**src/rtl/multichannel_handshake_sender.sv**
```systemverilog
// Multichannel 4-phase handshake sender: per-channel one-entry holding slots,
// round-robin arbitration, and a synchronized acknowledge from an asynchronous receiver.
module multichannel_handshake_sender #(
    parameter int unsigned WIDTH       = 32,
    parameter int unsigned NUM_CH      = 4,
    parameter int unsigned SYNC_STAGES = 2,
    localparam int unsigned CH_W       = (NUM_CH > 1) ? $clog2(NUM_CH) : 1
) (
    input  logic                    clock,
    input  logic                    reset,
    input  logic [NUM_CH-1:0]       start,
    input  logic [NUM_CH*WIDTH-1:0] data_in,
    output logic [NUM_CH-1:0]       ready,
    output logic                    req_o,
    input  logic                    ack_i,
    output logic [WIDTH-1:0]        data_out,
    output logic [CH_W-1:0]         ch_out,
    output logic                    busy
);

    typedef enum logic [1:0] {
        IDLE,
        REQ,
        WAIT_LOW
    } state_t;

    state_t                 state_q, state_d;
    logic [SYNC_STAGES-1:0] ack_sync_q, ack_sync_d;
    logic                   ack_s;
    logic [NUM_CH-1:0]      pending_q, pending_d;
    logic [WIDTH-1:0]       slot_q [NUM_CH];
    logic [WIDTH-1:0]       slot_d [NUM_CH];
    logic [CH_W-1:0]        rr_ptr_q, rr_ptr_d;
    logic [CH_W-1:0]        ch_out_q, ch_out_d;
    logic [WIDTH-1:0]       data_out_q, data_out_d;
    logic                   req_q, req_d;
    logic                   grant_vld;
    logic [CH_W-1:0]        grant_ch;
    int unsigned            cand;

    assign ack_s = ack_sync_q[SYNC_STAGES-1];

    // Walk offsets from farthest to nearest so the nearest pending channel wins.
    always_comb begin
        grant_vld = 1'b0;
        grant_ch  = '0;
        cand      = 0;
        for (int unsigned k = 0; k < NUM_CH; k++) begin
            cand = 32'(rr_ptr_q) + (NUM_CH - 1 - k);
            if (cand >= NUM_CH) begin
                cand = cand - NUM_CH;
            end
            if (pending_q[CH_W'(cand)]) begin
                grant_vld = 1'b1;
                grant_ch  = CH_W'(cand);
            end
        end
    end

    always_ff @(posedge clock or posedge reset) begin
        if (reset) begin
            state_q <= IDLE;
        end else begin
            state_q <= state_d;
        end
    end

    always_comb begin
        state_d = state_q;
        unique case (state_q)
            IDLE:     if (grant_vld && !ack_s) state_d = REQ;
            REQ:      if (ack_s)               state_d = WAIT_LOW;
            WAIT_LOW: if (!ack_s)              state_d = IDLE;
            default:                           state_d = IDLE;
        endcase
    end

    always_comb begin
        ack_sync_d = {ack_sync_q[SYNC_STAGES-2:0], ack_i};
        pending_d  = pending_q;
        slot_d     = slot_q;
        rr_ptr_d   = rr_ptr_q;
        ch_out_d   = ch_out_q;
        data_out_d = data_out_q;
        req_d      = req_q;

        // Loads only touch empty slots, so a granted or in-flight slot is never overwritten.
        for (int unsigned i = 0; i < NUM_CH; i++) begin
            if (start[i] && !pending_q[i]) begin
                pending_d[i] = 1'b1;
                slot_d[i]    = data_in[i*WIDTH +: WIDTH];
            end
        end

        case (state_q)
            IDLE: begin
                if (state_d == REQ) begin
                    req_d      = 1'b1;
                    ch_out_d   = grant_ch;
                    data_out_d = slot_q[grant_ch];
                    rr_ptr_d   = (grant_ch == CH_W'(NUM_CH - 1)) ? '0 : grant_ch + 1'b1;
                end
            end
            REQ: begin
                if (state_d == WAIT_LOW) begin
                    req_d = 1'b0;
                end
            end
            WAIT_LOW: begin
                if (state_d == IDLE) begin
                    pending_d[ch_out_q] = 1'b0;
                end
            end
            default: ;
        endcase
    end

    always_ff @(posedge clock or posedge reset) begin
        if (reset) begin
            ack_sync_q <= '0;
            pending_q  <= '0;
            slot_q     <= '{default: '0};
            rr_ptr_q   <= '0;
            ch_out_q   <= '0;
            data_out_q <= '0;
            req_q      <= 1'b0;
        end else begin
            ack_sync_q <= ack_sync_d;
            pending_q  <= pending_d;
            slot_q     <= slot_d;
            rr_ptr_q   <= rr_ptr_d;
            ch_out_q   <= ch_out_d;
            data_out_q <= data_out_d;
            req_q      <= req_d;
        end
    end

    assign ready    = ~pending_q;
    assign req_o    = req_q;
    assign data_out = data_out_q;
    assign ch_out   = ch_out_q;
    assign busy     = (state_q != IDLE);

endmodule

```
**config.mk**
```make
export PLATFORM = sky130hd
export DESIGN_NAME = multichannel_handshake_sender
export DESIGN_NICKNAME = d
export VERILOG_FILES = /design/src/rtl/multichannel_handshake_sender.sv
export SDC_FILE = /design/constraint.sdc
export NUM_CORES = 1
export LEC_CHECK = 0
export CORE_ASPECT_RATIO = 0.9
export CORE_MARGIN = 3
export CORE_UTILIZATION = 25
export CTS_BUF_LIST = sky130_fd_sc_hd__clkbuf_4
export DETAILED_ROUTE_END_ITERATION = 8
export GPL_TIMING_DRIVEN = 0
export MAX_ROUTING_LAYER = met4
export SLEW_MARGIN = 5
export SYNTH_ARGS = -nofsm -noshare
export SYNTH_HDL_FRONTEND = slang
export SYNTH_SLANG_ARGS = --single-unit
```
**constraint.sdc**
```tcl
create_clock -name clock -period 9.9 [get_ports clock]
set_input_delay 2.97 -clock clock [delete_from_list [all_inputs] [get_ports clock]]
set_output_delay 2.97 -clock clock [all_outputs]
set_load 0.01 [all_outputs]
```
==> qor.yml, run 1 <==
hold_path:
  hp-start: "ack_sync_q[0]"
  hp-class: "reg2reg"
timing:
  period_needed_ns: 4.79
  period_share_pct: 48.4
  setup_slack_ns: 5.11
  rsz0062_at_grt: "false"
  skew_ns: 0.0380
  setup_viol: 0
  max_freq_mhz: 209
  hold_violations: 0
  drv_slew: 0
  tightest_slew_ns: 0.826
  slew_headroom_pct: 44.9
cts:
  h-tree-depth: 4
  clk_pin_slew_worst_paths_ns: 0.17
  clock-sinks: 173
  cts_resized: 0
  clock_path_buffers: 2
  cts_tree: "built"
  root_buffer: "clkbuf_4"
  cts-hold-fix-buffers: 0
  clock_latency_ns: 0.58
  cts_inserted_buffers: 17
  postCtsSetupBuffers: 0
finish:
  syn2layout_area_growth_pct: 33.9
  seq_area_um2: 4330
  multi_input_area_um2: 3080
  final_util_pct: 34.1
  fill_cells: 3065
  n_antenna_cell: 0
  drive_above_1_share_pct: 24.1
  nets: 911
  finalInstanceArea_um2: 10200
run_status:
  status: "finished, final reports clean"
grt:
  grt_start_max_net_pins: 91
  grt_pass1_vias: 5633
  grt_pass1_wl_um: 34300
  grt_overflow: 0
  antenna_found_initial: 0
  grtUsageTotal_pct: 14.7
floorplanning:
  fp.dieH_um: 172
  dieArea_um2: 32700
  dieWidth_um: 190
  ios: 175
  initial_core_util_pct: 25.5
  rows: 60
  core_um2: 30000
critical_path:
  cp.arrival_ns: 1.82
  path_class: "reg2out"
  crit_path_start: "state_q[1]"
  required_ns: 6.93
  path_max_fanout: 6
  crit_path_start_kind: "register"
  slowest_stage: "clkdlybuf4s50_1"
  crit_chain: "or2_1 -> clkdlybuf4s50_1"
  crit-reg2reg-launch: "state_q[1]"
  end_kind: "output port"
  slowest_delay_ns: 0.51
detailed_routing:
  ant_nets: 0
  drt_iter0_drc: 253
  wl_um: 23200
  detail_route.wl_per_cell_um: 19.4
  drc: 0
  drt_pass1_iterations: 4
  vias: 5338
  vias_per_cell: 4.48
logic_synthesis:
  async_reset_ff_share_pct: 100
  ys_seq_elements: 173
  synth_fp_nets: 717
  yosysTopAreaCell: "dfrtp_1"
  netlist_area_um2: 7650
  seq_area_frac_synth_pct: 56.6
  yosys-top-cells-area: "dfrtp_1 57%, mux2_2 17%, mux2i_1 4.3%"
  synth_common_cells: "173 x dfrtp_1, 113 x mux2_2, 33 x mux2i_1"
  syn_inst: 582
  avgSynthCellArea_um2: 13.1
  synth_cell_types: 40
  ys.flop_type: "dfrtp_1"
  yosys_warnings: 0
  synth-edff-count: 0
  yosysMostFrequentCell: "dfrtp_1"
  synth_top_area_share_pct: 56.6
power:
  power_density_nw_per_um2: 258
  vdd_drop_max_mv: 0.112
  leakagePower_nw: 4.15
placed_design:
  io_buffers: 174
  place_area_um2: 9930
  hpwl_um: 16800
  place.gp.congestion: 0.749
  pre_cts_slack_ns: 4.68
flow_run:
  drv_cap: 0
-- report_power, final --
group / switching [W] / total [W] / leakage, nW / internal, W
sequential: 0.000180 / 0.00121 / 2.07 / 0.00104
clock: 0.000276 / 0.000455 / 0.158 / 0.000179
combinational: 0.000430 / 0.000968 / 1.92 / 0.000537
-- per-stage QoR --
stage,power [W],std cells,setup TNS (ns),hold WS (ns)
final,0.00264,1191,0,0.397
after CTS,0.00268,1191,0,0.417
after global routing,0.00283,1191,0,0.418
after detailed placement,0.00222,1160,0,0.377
after floorplan,0.00182,582,0,0.331
after global placement,0.00220,1159,-112.71,0.380
-- state kept, by name, summed over array words and instances (netlist names) --
signal	count
slot_q	128
data_out	32
pending_q	4
ack_sync_q	2
ch_out	2
rr_ptr_q	2
state_q	2
req_o	1
-- worst paths after layout --
kind                                      end  depth (start not counted)  slack [ns]
worst max-delay path                     busy                          2        5.11
worst min register to register  ack_sync_q[1]                          0        0.40
worst max register to register   data_out[27]                          6        7.59
min in group asynchronous       ack_sync_q[1]                          2        2.85
max in group asynchronous          slot_q[79]                          3        6.14
worst min-delay path            ack_sync_q[1]                          0        0.40
-- critical path, delay by kind of cell (launching register included) --
family / cells / cell delay (ns)
flip-flops: 1 / 0.46
AND/OR/NAND/NOR: 1 / 0.30
buffers and inverters: 1 / 0.51
-- routing by layer --
layer	global-route usage, %	vias to the layer above	share of wire (%)	routed length, µm
met3	4.01	18	6.5	1510
li1	-	2474	-	-
met4	3.51	0	1.6	373
met2	23.3	124	47	10800
met5	-	-	0	0
met1	18.8	2722	45	10500
-- layout make-up --
| cell class | instances | share of cell area, % |
|---|---|---|
| buffer | 42 | 2.09 |
| clock buffer | 17 | 1.25 |
| clock inverter | 14 | 1.77 |
| inverter | 7 | 0.330 |
| multi-input combinational | 360 | 30.1 |
| sequential | 173 | 42.3 |
| tap | 403 | 4.92 |
| timing repair buffer | 175 | 17.3 |
-- layout by cell type, fill, tap and decap left out, types with 2 or more instances in the layout --
| master | n |
|---|---|
| a211oi_1 | 5 |
| a211oi_2 | 22 |
| a21o_1 | 19 |
| a21oi_1 | 4 |
| and3_1 | 13 |
| buf_1 | 14 |
| buf_2 | 9 |
| buf_4 | 3 |
| buf_6 | 3 |
| bufinv_16 | 3 |
| clkbuf_1 | 12 |
| clkbuf_4 | 17 |
| clkdlybuf4s50_1 | 174 |
| clkinvlp_4 | 3 |
| dfrtp_1 | 173 |
| inv_1 | 6 |
| inv_6 | 5 |
| inv_8 | 2 |
| mux2_1 | 15 |
| mux2_2 | 113 |
| mux2i_1 | 33 |
| nand2_1 | 28 |
| nand2b_1 | 3 |
| nand3_1 | 19 |
| nor2_1 | 24 |
| nor2b_1 | 5 |
| o211ai_1 | 19 |
| o21ai_0 | 21 |
-- cell families (layout without fill, tap and decap cells) --
family,count (synthesis),after routing,synth area share (%)
buf+inv,49,255,3.14
compound gates,99,99,10.5
simple gates,99,99,6.51
mux,161,161,23.2
flops,173,173,56.6
xor+xnor,1,1,0.115
(Power assumes the default switching activity.)
==> run 2, diff against run 1 <==
clock period = 4.2 ns   (was 9.9 ns; I/O delays follow)
==> run 2 against run 1 <==
Clock power rose by 130%. First-iteration DRC count shrank 15%. Worst setup slack worse by 4.0 ns. Power increased by 130%. Non-clock buffer count rose by 4. Count of clock-buffer cells in the layout rose by 1. Sequential power rose by 140%. Via count shrank 0.62%. Register-to-register slack got worse by 5.7 ns. Core utilization rose by 0.21 points. Global-route usage up 0.60 points. Final cell count grew 0.76%.
==> qor.yml, run 2 (synthesized netlist as in run 1, its figures left out) <==
floorplanning:
  initial_core_util_pct: 25.5
  dieArea_um2: 32700
  rows: 60
  dieWidth_um: 190
  ios: 175
  core_um2: 30000
  fp.dieH_um: 172
timing:
  setup_tns_ns: 0
  period_share_pct: 73.4
  period_needed_ns: 3.08
  skew_ns: 0.0260
  setup_slack_ns: 1.12
  drv_slew: 0
  max_freq_mhz: 324
  tightest_slew_ns: 0.864
  setup_viol: 0
  slew_headroom_pct: 42.4
  hold_violations: 0
  rsz0062_at_grt: "false"
cts:
  clock_path_buffers: 2
  cts-hold-fix-buffers: 0
  h-tree-depth: 4
  clock-sinks: 173
  cts_inserted_buffers: 17
  cts_tree: "built"
  clock_latency_ns: 0.58
  root_buffer: "clkbuf_4"
  postCtsSetupBuffers: 0
  cts_resized: 0
  clk_pin_slew_worst_paths_ns: 0.16
hold_path:
  hp-class: "reg2reg"
detailed_routing:
  drt_pass1_iterations: 4
  drc: 0
  dr_wl_met2_um: 11000
  wl_met1_um: 11200
  wl_met3_um: 984
  wl_um: 23600
  vias: 5305
  vias_per_cell: 4.42
  ant_nets: 0
  drt_iter0_drc: 216
  detail_route.wl_per_cell_um: 19.7
  top_layer: "met4"
finish:
  fill_cells: 2999
  seq_area_um2: 4330
  fin_cells: 1200
  multi_input_area_um2: 3080
  final_common_cell: "clkdlybuf4s50_1"
  largest-register: "slot_q"
  largest_reg_flops: 128
  drive_above_1_share_pct: 24.6
  syn2layout_area_growth_pct: 34.7
  nets: 915
  final_cell_mix: "174 x clkdlybuf4s50_1, 173 x dfrtp_1, 113 x mux2_2"
flow_run:
  drv_cap: 0
critical_path:
  path_class: "reg2out"
  crit_path_start_kind: "register"
  required_ns: 2.94
  regToRegSetupSlack_ns: 1.85
  cp.arrival_ns: 1.82
  end_kind: "output port"
  path_max_fanout: 6
grt:
  grtUsageTotal_pct: 15.3
  grt_pass1_wl_um: 35400
  grt_overflow: 0
  antenna_found_initial: 4
  grt_pass1_vias: 5741
  grt_start_max_net_pins: 38
placed_design:
  io_buffers: 174
  pre_cts_slack_ns: 0.672
  hpwl_um: 17400
  place.gp.congestion: 0.758
  dp_cells: 1164
power:
  vdd_drop_max_mv: 0.259
  leakagePower_nw: 4.18
  power_density_nw_per_um2: 601
run_status:
  status: "finished, final reports clean"
==> run 2: cell types whose count changed in the layout (fill, tap and decap cells not counted), sizes merged <==
cell | before | now
buf | 31 | 35
clkinv | 2 | 6
diode | 0 | 4
inv | 13 | 11
bufinv | 3 | 2
clkbuf | 29 | 30
clkinvlp | 3 | 2
==> run 2: metrics by stage <==
step / utilization (%) / total power, W / hold slack, ns / cell area [µm²]
5_1_grt: 34.3 / 0.00665 / 0.395 / 10300
3_5_place_dp: 33.3 / 0.00526 / 0.336 / 10000
6_report: 34.3 / 0.00619 / 0.371 / 10300
3_3_place_gp: 33.0 / 0.00517 / 0.337 / 9900
2_1_floorplan: - / 0.00428 / 0.331 / 7650
4_1_cts: 34.3 / 0.00630 / 0.374 / 10300
==> run 2: per-layer routing <==
| layer | vias up | track usage [%] |
|---|---|---|
| met5 | - | - |
| met4 | 0 | 4.40 |
| met3 | 19 | 3.47 |
| met2 | 116 | 23.7 |
| met1 | 2671 | 20.1 |
| li1 | 2499 | - |
==> run 2: final timing paths <==
kind,startpoint,end,cells after the start
min reg2reg,ack_sync_q[0],ack_sync_q[1],0
max,state_q[1],busy,2
max reg2reg,state_q[1],data_out[1],6
max in group asynchronous,reset,slot_q[28],4
min,ack_sync_q[0],ack_sync_q[1],0
min in group asynchronous,reset,slot_q[90],2
==> run 2: area by class of cell <==
cell class	instances	share of cell area [%]
Multi-Input combinational cell	360	29.9
Timing Repair Buffer	179	17.9
Antenna cell	4	0.0972
Tap cell	403	4.89
Inverter	7	0.291
Sequential cell	173	42.0
Buffer	42	2.08
Clock inverter	14	1.54
Clock buffer	18	1.31
==> run 2: where the power goes <==
part	switching, W	leakage [nW]	internal, W
Sequential	0.000429	2.07	0.00244
Clock	0.000652	0.160	0.000373
Combinational	0.00103	1.95	0.00127
==> run 2: critical path, stage by stage, from the launching register on <==
cell,delay (ns)
dfrtp_1,0.45
or2_1,0.29
clkdlybuf4s50_1,0.52
==> run 3, diff against run 2 <==
clock period = 2.62 ns   (was 4.2 ns; I/O delays follow)
==> run 3 against run 2 <==
Core utilization hardly changed. Critical endpoint is now ready[2]. Non-clock buffer count stayed put. First-iteration DRC count increased by 4.2%. Final area hardly changed. Final cell count unchanged. Critical path type unchanged.
==> qor.yml, run 3 (synthesized netlist as in run 1, its figures left out) <==
run_status:
  status: "finished, final reports clean"
timing:
  holdWs_ns: 0.371
  drv_slew: 0
  tightest_slew_ns: 0.850
  setup_tns_ns: 0
  hold_violations: 0
  period_needed_ns: 2.50
  slew_headroom_pct: 43.3
  skew_ns: 0.0245
  setup_slack_ns: 0.122
  period_share_pct: 95.3
  setup_viol: 0
  max_freq_mhz: 400
  rsz0062_at_grt: "false"
critical_path:
  required_ns: 1.83
  path_max_fanout: 7
  slowest_delay_ns: 0.57
  regToRegEndpoint: "data_out[1]"
  slowest_stage: "clkdlybuf4s50_1"
  crit_chain: "inv_1 -> clkdlybuf4s50_1"
  crit_path_start_kind: "register"
  crit_path_start: "pending_q[2]"
  cp.arrival_ns: 1.71
  path_class: "reg2out"
  end_kind: "output port"
  cp.depth: 2
  cp_num_buf_inv: 2
  crit_end: "ready[2]"
  rr_worst_depth: 6
  regToRegSetupSlack_ns: 0.27
  crit-reg2reg-launch: "state_q[1]"
  cp_top_family: "buffers and inverters"
grt:
  antenna_found_initial: 4
  grt_pass1_wl_um: 35400
  grt-busiest-layer: "met2"
  use_met1_pct: 20.1
  gr-usage-met3_pct: 3.47
  grt_pass1_vias: 5741
  grt_start_max_net_pins: 38
  grt_overflow: 0
  grtUsageMet2_pct: 23.7
  grtUsageTotal_pct: 15.3
power:
  vdd_drop_max_mv: 0.415
  power_density_nw_per_um2: 963
  power_w: 0.00993
  leakagePower_nw: 4.20
detailed_routing:
  drt_pass1_iterations: 4
  vias_per_cell: 4.42
  ant_nets: 0
  wl_um: 23600
  detail_route.wl_per_cell_um: 19.7
  drc: 0
  vias: 5304
  drt_iter0_drc: 225
finish:
  largest_reg_flops: 128
  largest-register: "slot_q"
  final_util_pct: 34.3
  final_common_cell: "clkdlybuf4s50_1"
  drive_above_1_share_pct: 25.1
  syn2layout_area_growth_pct: 34.8
  final_cell_mix: "172 x clkdlybuf4s50_1, 169 x dfrtp_1, 113 x mux2_2"
  nets: 915
placed_design:
  place.gp.congestion: 0.758
  io_buffers: 174
  hpwl_um: 17400
  pre_cts_slack_ns: -0.434
floorplanning:
  rows: 60
  initial_core_util_pct: 25.5
  fp.dieH_um: 172
  ios: 175
  core_um2: 30000
  dieArea_um2: 32700
  dieWidth_um: 190
cts:
  cts_tree: "built"
  root_buffer: "clkbuf_4"
  clock_path_buffers: 2
  clock-sinks: 173
  postCtsSetupBuffers: 0
  clock_latency_ns: 0.59
  h-tree-depth: 4
  cts_inserted_buffers: 17
  clk_pin_slew_worst_paths_ns: 0.16
flow_run:
  drv_cap: 0
hold_path:
  hp-class: "reg2reg"
-- run 3: cell count changes in the layout (fill, tap and decap cells not counted) --
cell,previous run,this run
dlygate4sd2_1,0,1
clkdlybuf4s50_1,174,172
dfrtp_1,173,169
dlymetal6s2s_1,0,1
dfrtp_2,0,4
-- run 3: through the flow --
step / area (µm²) / std cells
detailed placement: 10000 / 1164
floorplan: 7650 / 582
global placement: 9900 / 1159
global route: 10300 / 1200
CTS: 10300 / 1196
finish: 10300 / 1200
-- run 3: metal layers --
metal / vias to the layer above / wire, µm
li1: 2491 / -
met1: 2677 / 11200
met2: 115 / 11000
met3: 21 / 1100
met4: 0 / 414
met5: - / 0
-- run 3: worst min-delay path by stage --
stage | slack, ns | to | start | depth (start not counted)
finish | 0.37 | ack_sync_q[1] | ack_sync_q[0] | 0
global route | 0.39 | ack_sync_q[1] | ack_sync_q[0] | 0
CTS | 0.37 | ack_sync_q[1] | ack_sync_q[0] | 0
detailed placement | 0.34 | ack_sync_q[1] | ack_sync_q[0] | 0
global placement | 0.34 | ack_sync_q[1] | ack_sync_q[0] | 0
floorplan | 0.33 | ack_sync_q[1] | ack_sync_q[0] | 0
-- run 3: area by class of cell --
cell class | count | area [µm²]
timing repair buffer | 179 | 1840
multi-input combinational | 360 | 3080
clock inverter | 14 | 159
clock buffer | 18 | 135
fill | 2996 | 19700
buffer | 42 | 214
inverter | 7 | 30.0
antenna | 4 | 10.0
sequential | 173 | 4330
tap | 403 | 504
-- run 3: power breakdown --
part	leakage, nW	total (W)	switching [W]	internal (W)
Combinational	1.97	0.00368	0.00164	0.00204
Sequential	2.07	0.00460	0.000687	0.00391
Clock	0.160	0.00165	0.00105	0.000598
-- run 3: what timing repair did --
item,CTS,global route
hold buffers,0,0
gates cloned,0,0
endpoints found under the setup margin,1,4
resized for setup,1,5
